### src/rtl/axicb_pkg.sv
// Shared encodings for the crossbar slave-side switches: AXI read
// response codes and the state enums of the grant lock and DECERR responder.
package axicb_pkg;

  localparam logic [1:0] RRESP_OKAY   = 2'b00;
  localparam logic [1:0] RRESP_DECERR = 2'b11;

  typedef enum logic {
    LOCK_UNLOCKED = 1'b0,
    LOCK_LOCKED   = 1'b1
  } lock_state_t;

  typedef enum logic {
    DE_IDLE = 1'b0,
    DE_RESP = 1'b1
  } decerr_state_t;

endpackage

### src/rtl/axicb_slv_decerr.sv
// Internal responder for reads that hit no slave range: answers each
// accepted AR with ARLEN+1 zero-data beats flagged DECERR.
module axicb_slv_decerr
  import axicb_pkg::*;
#(
  parameter int AXI_ID_W   = 8,
  parameter int AXI_DATA_W = 8
)(
  input  logic                             aclk,
  input  logic                             aresetn,
  input  logic                             srst,
  input  logic                             ar_valid_i,
  output logic                             ar_ready_o,
  input  logic [AXI_ID_W-1:0]              ar_id_i,
  input  logic [7:0]                       ar_len_i,
  output logic                             r_valid_o,
  input  logic                             r_ready_i,
  output logic                             r_last_o,
  output logic [AXI_ID_W+AXI_DATA_W+1:0]   r_ch_o
);

  decerr_state_t         state_q, state_d;
  logic [7:0]            cnt_q, cnt_d;
  logic [7:0]            len_q, len_d;
  logic [AXI_ID_W-1:0]   id_q, id_d;

  always_ff @(posedge aclk or negedge aresetn) begin
    if (!aresetn) begin
      state_q <= DE_IDLE;
      cnt_q   <= '0;
      len_q   <= '0;
      id_q    <= '0;
    end else if (srst) begin
      state_q <= DE_IDLE;
      cnt_q   <= '0;
      len_q   <= '0;
      id_q    <= '0;
    end else begin
      state_q <= state_d;
      cnt_q   <= cnt_d;
      len_q   <= len_d;
      id_q    <= id_d;
    end
  end

  // The last beat is found by comparing against the captured length, so an
  // 8-bit counter covers ARLEN=255 without wrapping before rlast.
  always_comb begin
    state_d    = state_q;
    cnt_d      = cnt_q;
    len_d      = len_q;
    id_d       = id_q;
    ar_ready_o = (state_q == DE_IDLE);
    r_valid_o  = (state_q == DE_RESP);
    r_last_o   = (state_q == DE_RESP) && (cnt_q == len_q);
    case (state_q)
      DE_IDLE: begin
        if (ar_valid_i) begin
          state_d = DE_RESP;
          id_d    = ar_id_i;
          len_d   = ar_len_i;
          cnt_d   = '0;
        end
      end
      DE_RESP: begin
        if (r_ready_i) begin
          if (r_last_o) begin
            state_d = DE_IDLE;
            cnt_d   = '0;
          end else begin
            cnt_d = cnt_q + 8'd1;
          end
        end
      end
    endcase
  end

  assign r_ch_o = {RRESP_DECERR, {AXI_DATA_W{1'b0}}, id_q};

endmodule

### src/rtl/axicb_slv_switch_rd.sv
// Slave-side read switch: decodes AR onto up to four slaves (or the DECERR
// responder) and round-robin arbitrates whole R bursts back to the master.
module axicb_slv_switch_rd
  import axicb_pkg::*;
#(
  parameter int          AXI_ADDR_W      = 8,
  parameter int          AXI_ID_W        = 8,
  parameter int          AXI_DATA_W      = 8,
  parameter int          SLV_NB          = 4,
  parameter logic [63:0] SLV0_START_ADDR = 64'h0000,
  parameter logic [63:0] SLV0_END_ADDR   = 64'h0FFF,
  parameter logic [63:0] SLV1_START_ADDR = 64'h1000,
  parameter logic [63:0] SLV1_END_ADDR   = 64'h1FFF,
  parameter logic [63:0] SLV2_START_ADDR = 64'h2000,
  parameter logic [63:0] SLV2_END_ADDR   = 64'h2FFF,
  parameter logic [63:0] SLV3_START_ADDR = 64'h3000,
  parameter logic [63:0] SLV3_END_ADDR   = 64'h3FFF,
  parameter int          ARCH_W          = AXI_ADDR_W + AXI_ID_W + 8,
  parameter int          RCH_W           = AXI_ID_W + AXI_DATA_W + 2
)(
  input  logic                     aclk,
  input  logic                     aresetn,
  input  logic                     srst,
  input  logic                     i_arvalid,
  output logic                     i_arready,
  input  logic [ARCH_W-1:0]        i_arch,
  output logic                     i_rvalid,
  input  logic                     i_rready,
  output logic                     i_rlast,
  output logic [RCH_W-1:0]         i_rch,
  output logic [SLV_NB-1:0]        o_arvalid,
  input  logic [SLV_NB-1:0]        o_arready,
  output logic [ARCH_W-1:0]        o_arch,
  input  logic [SLV_NB-1:0]        o_rvalid,
  output logic [SLV_NB-1:0]        o_rready,
  input  logic [SLV_NB-1:0]        o_rlast,
  input  logic [SLV_NB*RCH_W-1:0]  o_rch
);

  localparam int NREQ  = SLV_NB + 1;
  localparam int IDX_W = $clog2(NREQ);

  localparam logic [63:0] START_A [4] = '{SLV0_START_ADDR, SLV1_START_ADDR,
                                          SLV2_START_ADDR, SLV3_START_ADDR};
  localparam logic [63:0] END_A   [4] = '{SLV0_END_ADDR, SLV1_END_ADDR,
                                          SLV2_END_ADDR, SLV3_END_ADDR};

  logic [AXI_ADDR_W-1:0] araddr;
  logic [AXI_ID_W-1:0]   arid;
  logic [7:0]            arlen;
  logic [SLV_NB-1:0]     sel;
  logic                  miss;

  assign araddr = i_arch[0 +: AXI_ADDR_W];
  assign arid   = i_arch[AXI_ADDR_W +: AXI_ID_W];
  assign arlen  = i_arch[AXI_ADDR_W+AXI_ID_W +: 8];

  // Walk downwards so the lowest matching slave is the one left selected.
  always_comb begin
    sel  = '0;
    miss = 1'b1;
    for (int k = SLV_NB-1; k >= 0; k--) begin
      if (64'(araddr) >= START_A[k] && 64'(araddr) <= END_A[k]) begin
        sel    = '0;
        sel[k] = 1'b1;
        miss   = 1'b0;
      end
    end
  end

  logic                            de_ar_ready;
  logic                            de_r_valid;
  logic                            de_r_ready;
  logic                            de_r_last;
  logic [AXI_ID_W+AXI_DATA_W+1:0]  de_r_ch;

  axicb_slv_decerr #(
    .AXI_ID_W   (AXI_ID_W),
    .AXI_DATA_W (AXI_DATA_W)
  ) u_decerr (
    .aclk       (aclk),
    .aresetn    (aresetn),
    .srst       (srst),
    .ar_valid_i (i_arvalid & miss),
    .ar_ready_o (de_ar_ready),
    .ar_id_i    (arid),
    .ar_len_i   (arlen),
    .r_valid_o  (de_r_valid),
    .r_ready_i  (de_r_ready),
    .r_last_o   (de_r_last),
    .r_ch_o     (de_r_ch)
  );

  assign o_arch    = i_arch;
  assign o_arvalid = {SLV_NB{i_arvalid}} & sel;
  assign i_arready = miss ? de_ar_ready : |(o_arready & sel);

  // Requester SLV_NB is the DECERR responder.
  logic [NREQ-1:0]             req_vld;
  logic [NREQ-1:0]             req_last;
  logic [NREQ-1:0][RCH_W-1:0]  req_ch;

  assign req_vld  = {de_r_valid, o_rvalid};
  assign req_last = {de_r_last, o_rlast};
  assign req_ch   = {de_r_ch, o_rch};

  lock_state_t       lock_q, lock_d;
  logic [IDX_W-1:0]  lidx_q, lidx_d;
  logic [IDX_W-1:0]  rr_q, rr_d;
  logic [IDX_W-1:0]  gidx, cand;
  logic              gvld;
  logic [NREQ-1:0]   grant;

  always_ff @(posedge aclk or negedge aresetn) begin
    if (!aresetn) begin
      lock_q <= LOCK_UNLOCKED;
      lidx_q <= '0;
      rr_q   <= '0;
    end else if (srst) begin
      lock_q <= LOCK_UNLOCKED;
      lidx_q <= '0;
      rr_q   <= '0;
    end else begin
      lock_q <= lock_d;
      lidx_q <= lidx_d;
      rr_q   <= rr_d;
    end
  end

  // Scan from the far end of the rotation back to rr so the candidate
  // nearest rr overwrites the others.
  always_comb begin
    gvld = 1'b0;
    gidx = lidx_q;
    cand = '0;
    if (lock_q == LOCK_LOCKED) begin
      gvld = 1'b1;
    end else begin
      for (int i = NREQ-1; i >= 0; i--) begin
        cand = IDX_W'((int'(rr_q) + i) % NREQ);
        if (req_vld[cand]) begin
          gvld = 1'b1;
          gidx = cand;
        end
      end
    end
    grant = '0;
    if (gvld) grant[gidx] = 1'b1;
  end

  assign o_rready   = {SLV_NB{i_rready}} & grant[SLV_NB-1:0];
  assign de_r_ready = i_rready & grant[SLV_NB];
  assign i_rvalid   = gvld & req_vld[gidx];
  assign i_rlast    = gvld & req_last[gidx];
  assign i_rch      = gvld ? req_ch[gidx] : '0;

  always_comb begin
    lock_d = lock_q;
    lidx_d = lidx_q;
    rr_d   = rr_q;
    if (i_rvalid && i_rready) begin
      if (i_rlast) begin
        lock_d = LOCK_UNLOCKED;
        rr_d   = (gidx == IDX_W'(NREQ-1)) ? '0 : gidx + 1'b1;
      end else begin
        lock_d = LOCK_LOCKED;
        lidx_d = gidx;
      end
    end
  end

endmodule

### config.mk
export PLATFORM = sky130hd
export DESIGN_NAME = axicb_slv_switch_rd
export DESIGN_NICKNAME = d
export VERILOG_FILES = /design/src/rtl/axicb_pkg.sv /design/src/rtl/axicb_slv_decerr.sv /design/src/rtl/axicb_slv_switch_rd.sv
export SDC_FILE = /design/constraint.sdc
export NUM_CORES = 1
export LEC_CHECK = 0
export ABC_CLOCK_PERIOD_IN_PS = 10500
export BUFFER_PORTS_ARGS = -buffer_cell sky130_fd_sc_hd__clkbuf_2
export CORE_AREA = 3 3 91 93
export DETAILED_ROUTE_END_ITERATION = 8
export DIE_AREA = 0 0 94 96
export PLACE_DENSITY = 0.84
export RECOVER_POWER = 100
export SYNTH_ARGS = -nofsm -noshare
export SYNTH_HDL_FRONTEND = slang
export SYNTH_SLANG_ARGS = --single-unit
export TNS_END_PERCENT = 30
### constraint.sdc
create_clock -name aclk -period 10.5 [get_ports aclk]
set_input_delay 1.575 -clock aclk [delete_from_list [all_inputs] [get_ports aclk]]
set_output_delay 1.575 -clock aclk [all_outputs]
set_load 0.005 [all_outputs]
==> results.toml, run 1 <==
[yosys]
synthSimpleGateAreaFrac = 0.226
ys_async_sr_fraction = 1.00
ys_types = 79
synth_top_family_by_area = "compound AO/OA/AOI/OAI gates"
synth.avg_cell_area_um2 = 7.55
number_of_flip_flops_and_latches_in_the_synthesized_netlist = 16
synth_adder_area_share = 0.0745
synth-compound-area-share = 0.319
post_synth_mux_area_share = 0.132
postSynth.topFlopCell = "dfrtp_1"
postSynthCellCount = 534
synth_edf_count = 0
syn-cell-area_um2 = 4030
synth_seq_area_share = 0.0993
yosysWarningCount = 0
xor_and_xnor_area_share_after_synthesis = 0.0236

[grt]
first_global_vias = 3973
grt_pass1_wl_mm = 18.6
gr-total-overflow = 0
number_of_antenna_violations_at_the_first_check_in_global_routing = 0
grt_util_all_layers = 0.249
grt_start_max_net_pins = 40

[layout]
nets = 724
final-seq-area_um2 = 400
layout-drive-gt1-share = 0.218
multiInputGateArea_um2 = 3120
num-fill-cells = 716
antenna_cells = 0
area.growth.synth_to_final_pct = 7.36
post_layout_nonfiller_instances = 688

[placed_design]
placement.io_buffers = 107
dp_hpwl_mm = 9.09
dpl.cell_count = 684
routabilityCongestion = 0.887

[cts]
numCtsBuffers = 3
cts_setup_buffers = 0
clockRootBuffer = "clkbuf_8"
cts_sinks = 16
tritoncts = "built"
post_cts.resized_instances = 0
cts_hold_buf = 0
clock_path_buffers = 2
clkLatencyLatePin_ps = 250
htree_num_levels = 1
worst_setup_hold_path_clk_slew_ps = 70

[sta]
layout_worst_path_cycle_share = 0.825
rsz0062_at_grt = "no"
achievable-frequency_ghz = 0.115
max_slew.worst_pin.slew_ps = 1680
setup_violations = 0
maxSlewHeadroom = -0.123
final.setup_skew_ps = 6.98
setup-tns-final_ps = 0
count_of_final_max_slew_check_failures = 40
finalCriticalPeriod_ps = 8670
final-hold-violation-count = 0

[die]
core.rowCount = 32
die_width_um = 94
dieHeight_um = 96
core_area_um2 = 7610
start_util = 0.530
pin_count = 166
design.die.area_um2 = 9020

[setup_path]
crit_path_max_fanout = 39
rr_worst_depth = 20
critPathArrivalTime_ps = 7090
endpoint_kind = "output port"
critical_path.startpoint_type = "register"
top_family_by_delay_on_critical_path = "buffers and inverters"
cp_slowest_stage_delay_ps = 1240
path_cells = "inv_1 -> ha_1 -> inv_1 -> ha_1 -> o21ai_0 -> mux2i_1 -> inv_1 -> ha_1 -> or4b_1 -> a21oi_1 -> o221ai_1 -> o31ai_1 -> nor4_4 -> a211oi_1 -> nor2_4 -> inv_1 -> ha_1 -> nand2_1 -> a21oi_1 -> clkbuf_2"
timing.critical_path.from = "rr_q[1]"
worstSetupPathType = "register to output port"
worstSetupPathDepth = 20
cp_num_buf_inv = 5
crit-reg2reg-capture = "u_decerr.cnt_q[4]"
worst_path_max_delay_cell = "inv_1"
worst_setup_path_endpoint = "i_rch[17]"
worstPathRequired_ps = 8930
setup.reg_to_reg.worst_slack_ps = 2810
r2r_start = "rr_q[1]"

[run]
maxCapViolCount = 1

[route]
antenna_left = 0
drc = 0
dr_total_vias = 4337
detail_route.vias_per_cell = 6.30
drt_pre_antenna_iters = 5
detail_route.wirelength_mm = 11.7
detailedRoute.firstIterationViolations = 299
route.detailed.wl_per_inst_um = 17.0

[hold_path]
timing.hold.worst.class = "register to register"
hp-start = "u_decerr.cnt_q[6]"

[run_status]
failing_checks = "max-capacitance violations, max-slew violations"
run_status = "finished, violations left"
[per-stage QoR]
stage | instance area, um^2 | hold WS (ps) | setup WS, ps | utilization
2_1_floorplan | 4040 | 487 | 3780 | -
3_3_place_gp | 4300 | 512 | 3290 | 0.566
3_5_place_dp | 4300 | 530 | 3160 | 0.566
4_1_cts | 4360 | 539 | 2860 | 0.573
5_1_grt | 4330 | 580 | 1300 | 0.569
6_report | 4330 | 558 | 1830 | 0.569
[cell usage after synthesis (6+ instances only)]
library cell / n / area [um^2]
nand2_1: 44 / 165
mux2i_1: 43 / 430
nor2_1: 42 / 158
buf_4: 37 / 278
a21oi_1: 28 / 140
ha_1: 24 / 300
inv_1: 22 / 82.6
o21ai_0: 20 / 100
dfrtp_1: 16 / 400
nand3_1: 16 / 80.1
o22a_1: 16 / 140
nand2b_1: 14 / 87.6
nor3_1: 13 / 65.1
clkbuf_1: 12 / 45.0
o211ai_1: 12 / 90.1
a21o_1: 10 / 75.1
a211oi_1: 8 / 60.1
buf_2: 8 / 40.0
o21a_1: 8 / 60.1
xnor2_1: 8 / 70.1
a31oi_1: 6 / 37.5
o21ai_1: 6 / 30.0
[cells by family (layout without fill, tap and decap cells)]
logic type / after synthesis / after routing
xor+xnor: 10 / 10
compound gates: 171 / 171
mux: 50 / 50
flops: 16 / 16
simple gates: 174 / 174
other cells: 1 / 3
fa+ha+maj: 24 / 24
buf+inv: 88 / 138
[layer usage]
layer  global-route usage  routed length, um
met1                0.313               4720
met2                0.441               5870
met3               0.0344                850
met4               0.0746                246
met5                    0                  0
[worst min-delay path by stage]
stage | to | slack, ps | cells after the start
2_1_floorplan | u_decerr.cnt_q[7] | 490 | 1
3_3_place_gp | u_decerr.cnt_q[7] | 510 | 1
3_5_place_dp | u_decerr.cnt_q[0] | 530 | 1
4_1_cts | u_decerr.cnt_q[0] | 540 | 1
5_1_grt | u_decerr.cnt_q[7] | 580 | 1
6_report | u_decerr.cnt_q[6] | 560 | 1
[worst reg2reg max path: stages, from the launching register on]
cell and delay (ps):
dfrtp_1 540, inv_1 450, ha_1 440, inv_1 140
ha_1 470, o21ai_0 120, mux2i_1 270, inv_1 100
ha_1 270, or4b_1 530, a21oi_1 260, o221ai_1 210
o31ai_1 180, nor4_4 100, a211oi_1 560, nor2_4 160
inv_1 1240, a2111oi_0 220, o31ai_1 960, nor2_1 110
o31a_1 260
[placed cells by master, fill, tap and decap left out, types with 9 or more instances in the layout]
cell type,Yosys,layout
a211oi_1,8,9
inv_1,22,24
clkbuf_2,0,97
nor3_1,13,13
o211ai_1,12,12
a21o_1,10,10
nand3_1,16,16
o21ai_0,20,22
nand2b_1,14,14
a21oi_1,28,28
dfrtp_1,16,16
o22a_1,16,16
nand2_1,44,44
mux2i_1,43,43
clkbuf_1,12,10
ha_1,24,24
nor2_1,42,42
[final cells by class]
type                            count  share of cell area
Multi-Input combinational cell    432               0.720
Timing Repair Buffer              108               0.123
Sequential cell                    16              0.0925
Tap cell                          102              0.0295
Inverter                           26              0.0226
Clock buffer                        4              0.0127
[state kept, by name, summed over array words and instances (netlist names)]
signal	flops
u_decerr.cnt_q	8
lidx_q	3
rr_q	3
lock_q	1
u_decerr.r_valid_o	1
Power of run 1 is not shown: default switching activity piles up to over one toggle a cycle in this logic, so the estimate is an artifact.
==> run 2: changes to the inputs <==
ABC_AREA = 1   (was not set)
ABC_CLOCK_PERIOD_IN_PS = 7100   (was 10500)
CORE_AREA = 3 3 93 95   (was 3 3 91 93)
DIE_AREA = 0 0 96 98   (was 0 0 94 96)
PLACE_DENSITY = 0.75   (was 0.84)
clock period = 7.1 ns   (was 10.5 ns; I/O delays follow)
==> run 2 against run 1 <==
- the run now ends clean
- via count decreased by 8.7%
- non-clock buffer count increased by 2
- synthesized cell count increased by 9.6%
- register-to-register slack got worse by 1300 ps
- routed wire length decreased by 16%
- first-iteration DRC count decreased by 21%
- critical path depth increased by 9
- flip-flop and latch count unchanged
==> results.toml, run 2 <==
[cts]
clockRootBuffer = "clkbuf_8"
numCtsBuffers = 3
clkLatencyLatePin_ps = 250
htree_num_levels = 1
clock_path_buffers = 2
cts_hold_buf = 0
cts_sinks = 16
post_cts.resized_instances = 0
worst_setup_hold_path_clk_slew_ps = 60
tritoncts = "built"
cts_setup_buffers = 0

[run]
maxCapViolCount = 0

[layout]
post_layout_nonfiller_instances = 757
regs_by_ff_count = "u_decerr.cnt_q (8), lidx_q (3), rr_q (3)"
nets = 793
most_common_cell_after_layout_fill_and_taps_aside = "nand2_1"
antenna_cells = 0
largest-register = "u_decerr.cnt_q"
layout-drive-gt1-share = 0.223
flip_flop_count_of_the_largest_register_all_copies_and_words_added = 8
area.growth.synth_to_final_pct = 12.4
layout.cells.most_common_list = "114 x nand2_1, 96 x clkbuf_2, 90 x nor2_1, 76 x nand3_1, 51 x o21ai_0"

[power]
max-vdd-ir-drop_v = 0.000426
share_clk_of_total_power = 0.036
switching_share = 0.625
power.net_switching_mw = 1.39
leakagePower_nw = 2.09
p_total_mw = 2.23
cellInternalPower_mw = 0.835
power.share.sequential = 0.053
share_comb_of_total_power = 0.912
power_density_nw_per_um2 = 587

[yosys]
synth_top_cells_by_count = "113 x nand2_1, 90 x nor2_1, 76 x nand3_1"
synth_seq_area_share = 0.119
postSynthCellCount = 585
ys_async_sr_fraction = 1.00
postSynth.topFlopCell = "dfrtp_1"
ys_types = 43
cells_taking_the_most_area_after_synthesis = "nand2_1 13%, dfrtp_1 12%, nand3_1 11%"
yosysTopAreaCell = "nand2_1"
yosysWarningCount = 0
synthMostInstantiatedCell = "nand2_1"
post-synth-top-area-fraction = 0.126
synth.avg_cell_area_um2 = 5.77
syn-cell-area_um2 = 3370
number_of_flip_flops_and_latches_in_the_synthesized_netlist = 16
synth_edf_count = 0

[setup_path]
worstSetupPathType = "register to output port"
worstPathRequired_ps = 6030
worst_path_most_repeated_cell = "inv_1"
critPathArrivalTime_ps = 5290
endpoint_kind = "output port"
cp_slowest_stage_delay_ps = 500
critical_path.startpoint_type = "register"
worst_path_max_delay_cell = "dfrtp_1"
crit_path_max_fanout = 36

[sta]
setup-tns-final_ps = 0
final-hold-violation-count = 0
setup_violations = 0
max_slew.worst_pin.slew_ps = 819
finalCriticalPeriod_ps = 6360
layout_worst_path_cycle_share = 0.895
achievable-frequency_ghz = 0.157
count_of_final_max_slew_check_failures = 0
maxSlewHeadroom = 0.454
final.setup_skew_ps = 2.33
worst_slack_ps = 745
rsz0062_at_grt = "no"

[die]
die_width_um = 96
design.die.area_um2 = 9410
dieHeight_um = 98
start_util = 0.432
core.rowCount = 32
pin_count = 166
core_area_um2 = 7810

[placed_design]
routabilityCongestion = 0.921
pre_cts_slack_ps = 1150
dpl.cell_count = 753
placement.io_buffers = 107
dp_hpwl_mm = 7.89

[grt]
gr-total-overflow = 0
number_of_antenna_violations_at_the_first_check_in_global_routing = 0
first_global_vias = 3598
grt_start_max_net_pins = 47
grt_pass1_wl_mm = 16.2
grt_util_all_layers = 0.207

[route]
detail_route.wirelength_mm = 9.86
route.detailed.wl_per_inst_um = 13.0
antenna_left = 0
detail_route.vias_per_cell = 5.23
detailedRoute.firstIterationViolations = 235
drc = 0
dr_total_vias = 3960
drt_pre_antenna_iters = 5

[run_status]
run_status = "completed"

[hold_path]
timing.hold.worst.class = "register to register"
run 2: layout make-up:
cell class,instances,area (um^2)
fill,819,4020
multi-input combinational,468,2450
timing repair buffer,110,544
sequential,16,400
inverter,57,214
tap,102,128
clock buffer,4,55.1
run 2: logic make-up after synthesis:
| group | synth area share |
|---|---|
| other cells | 0.00111 |
| fa+ha+maj | 0.0890 |
| compound gates | 0.154 |
| xor+xnor | 0.0286 |
| simple gates | 0.454 |
| buf+inv | 0.154 |
| flops | 0.119 |
run 2: critical path, delay by kind of cell, from the launching register on:
family,cells,cell delay [ps]
AOI/OAI and AO/OA,3,700
adders and majority gates,3,730
buffers and inverters,8,1190
DFF,1,500
and+or+nand+nor,15,1910
run 2: through the flow:
step                area (um^2)  hold WS (ps)  utilization
floorplan                  3380           468            -
global placement           3760           487        0.482
detailed placement         3760           487        0.482
CTS                        3820           501        0.489
global route               3790           566        0.486
finish                     3790           500        0.486
run 2: power groups by stage:
| stage | Combinational, mW | Sequential (mW) | Clock, mW |
|---|---|---|---|
| 2_1_floorplan | 1.52 | 0.112 | 0 |
| 3_3_place_gp | 2.00 | 0.118 | 0 |
| 3_5_place_dp | 2.05 | 0.119 | 0 |
| 4_1_cts | 2.06 | 0.117 | 0.0813 |
| 5_1_grt | 2.31 | 0.119 | 0.0874 |
| 6_report | 2.03 | 0.117 | 0.0794 |
run 2: worst paths after layout:
check,startpoint,to,slack [ps],cells after the start
min in group asynchronous,aresetn,u_decerr.cnt_q[7],880,1
worst min register to register,lidx_q[0],lidx_q[0],500,2
worst max-delay path,rr_q[1],i_rlast,740,29
worst max register to register,rr_q[1],rr_q[0],1540,32
worst min-delay path,lidx_q[0],lidx_q[0],500,2
max in group asynchronous,aresetn,lock_q,5710,1
run 2: layer usage:
layer	routed length, um	global-route usage	up-vias
met1	4340	0.279	1794
li1	-	-	2033
met2	4900	0.356	110
met4	136	0.0350	0
met5	0	0	-
met3	476	0.0223	23
Note: power is estimated with default switching activity, not from simulation.
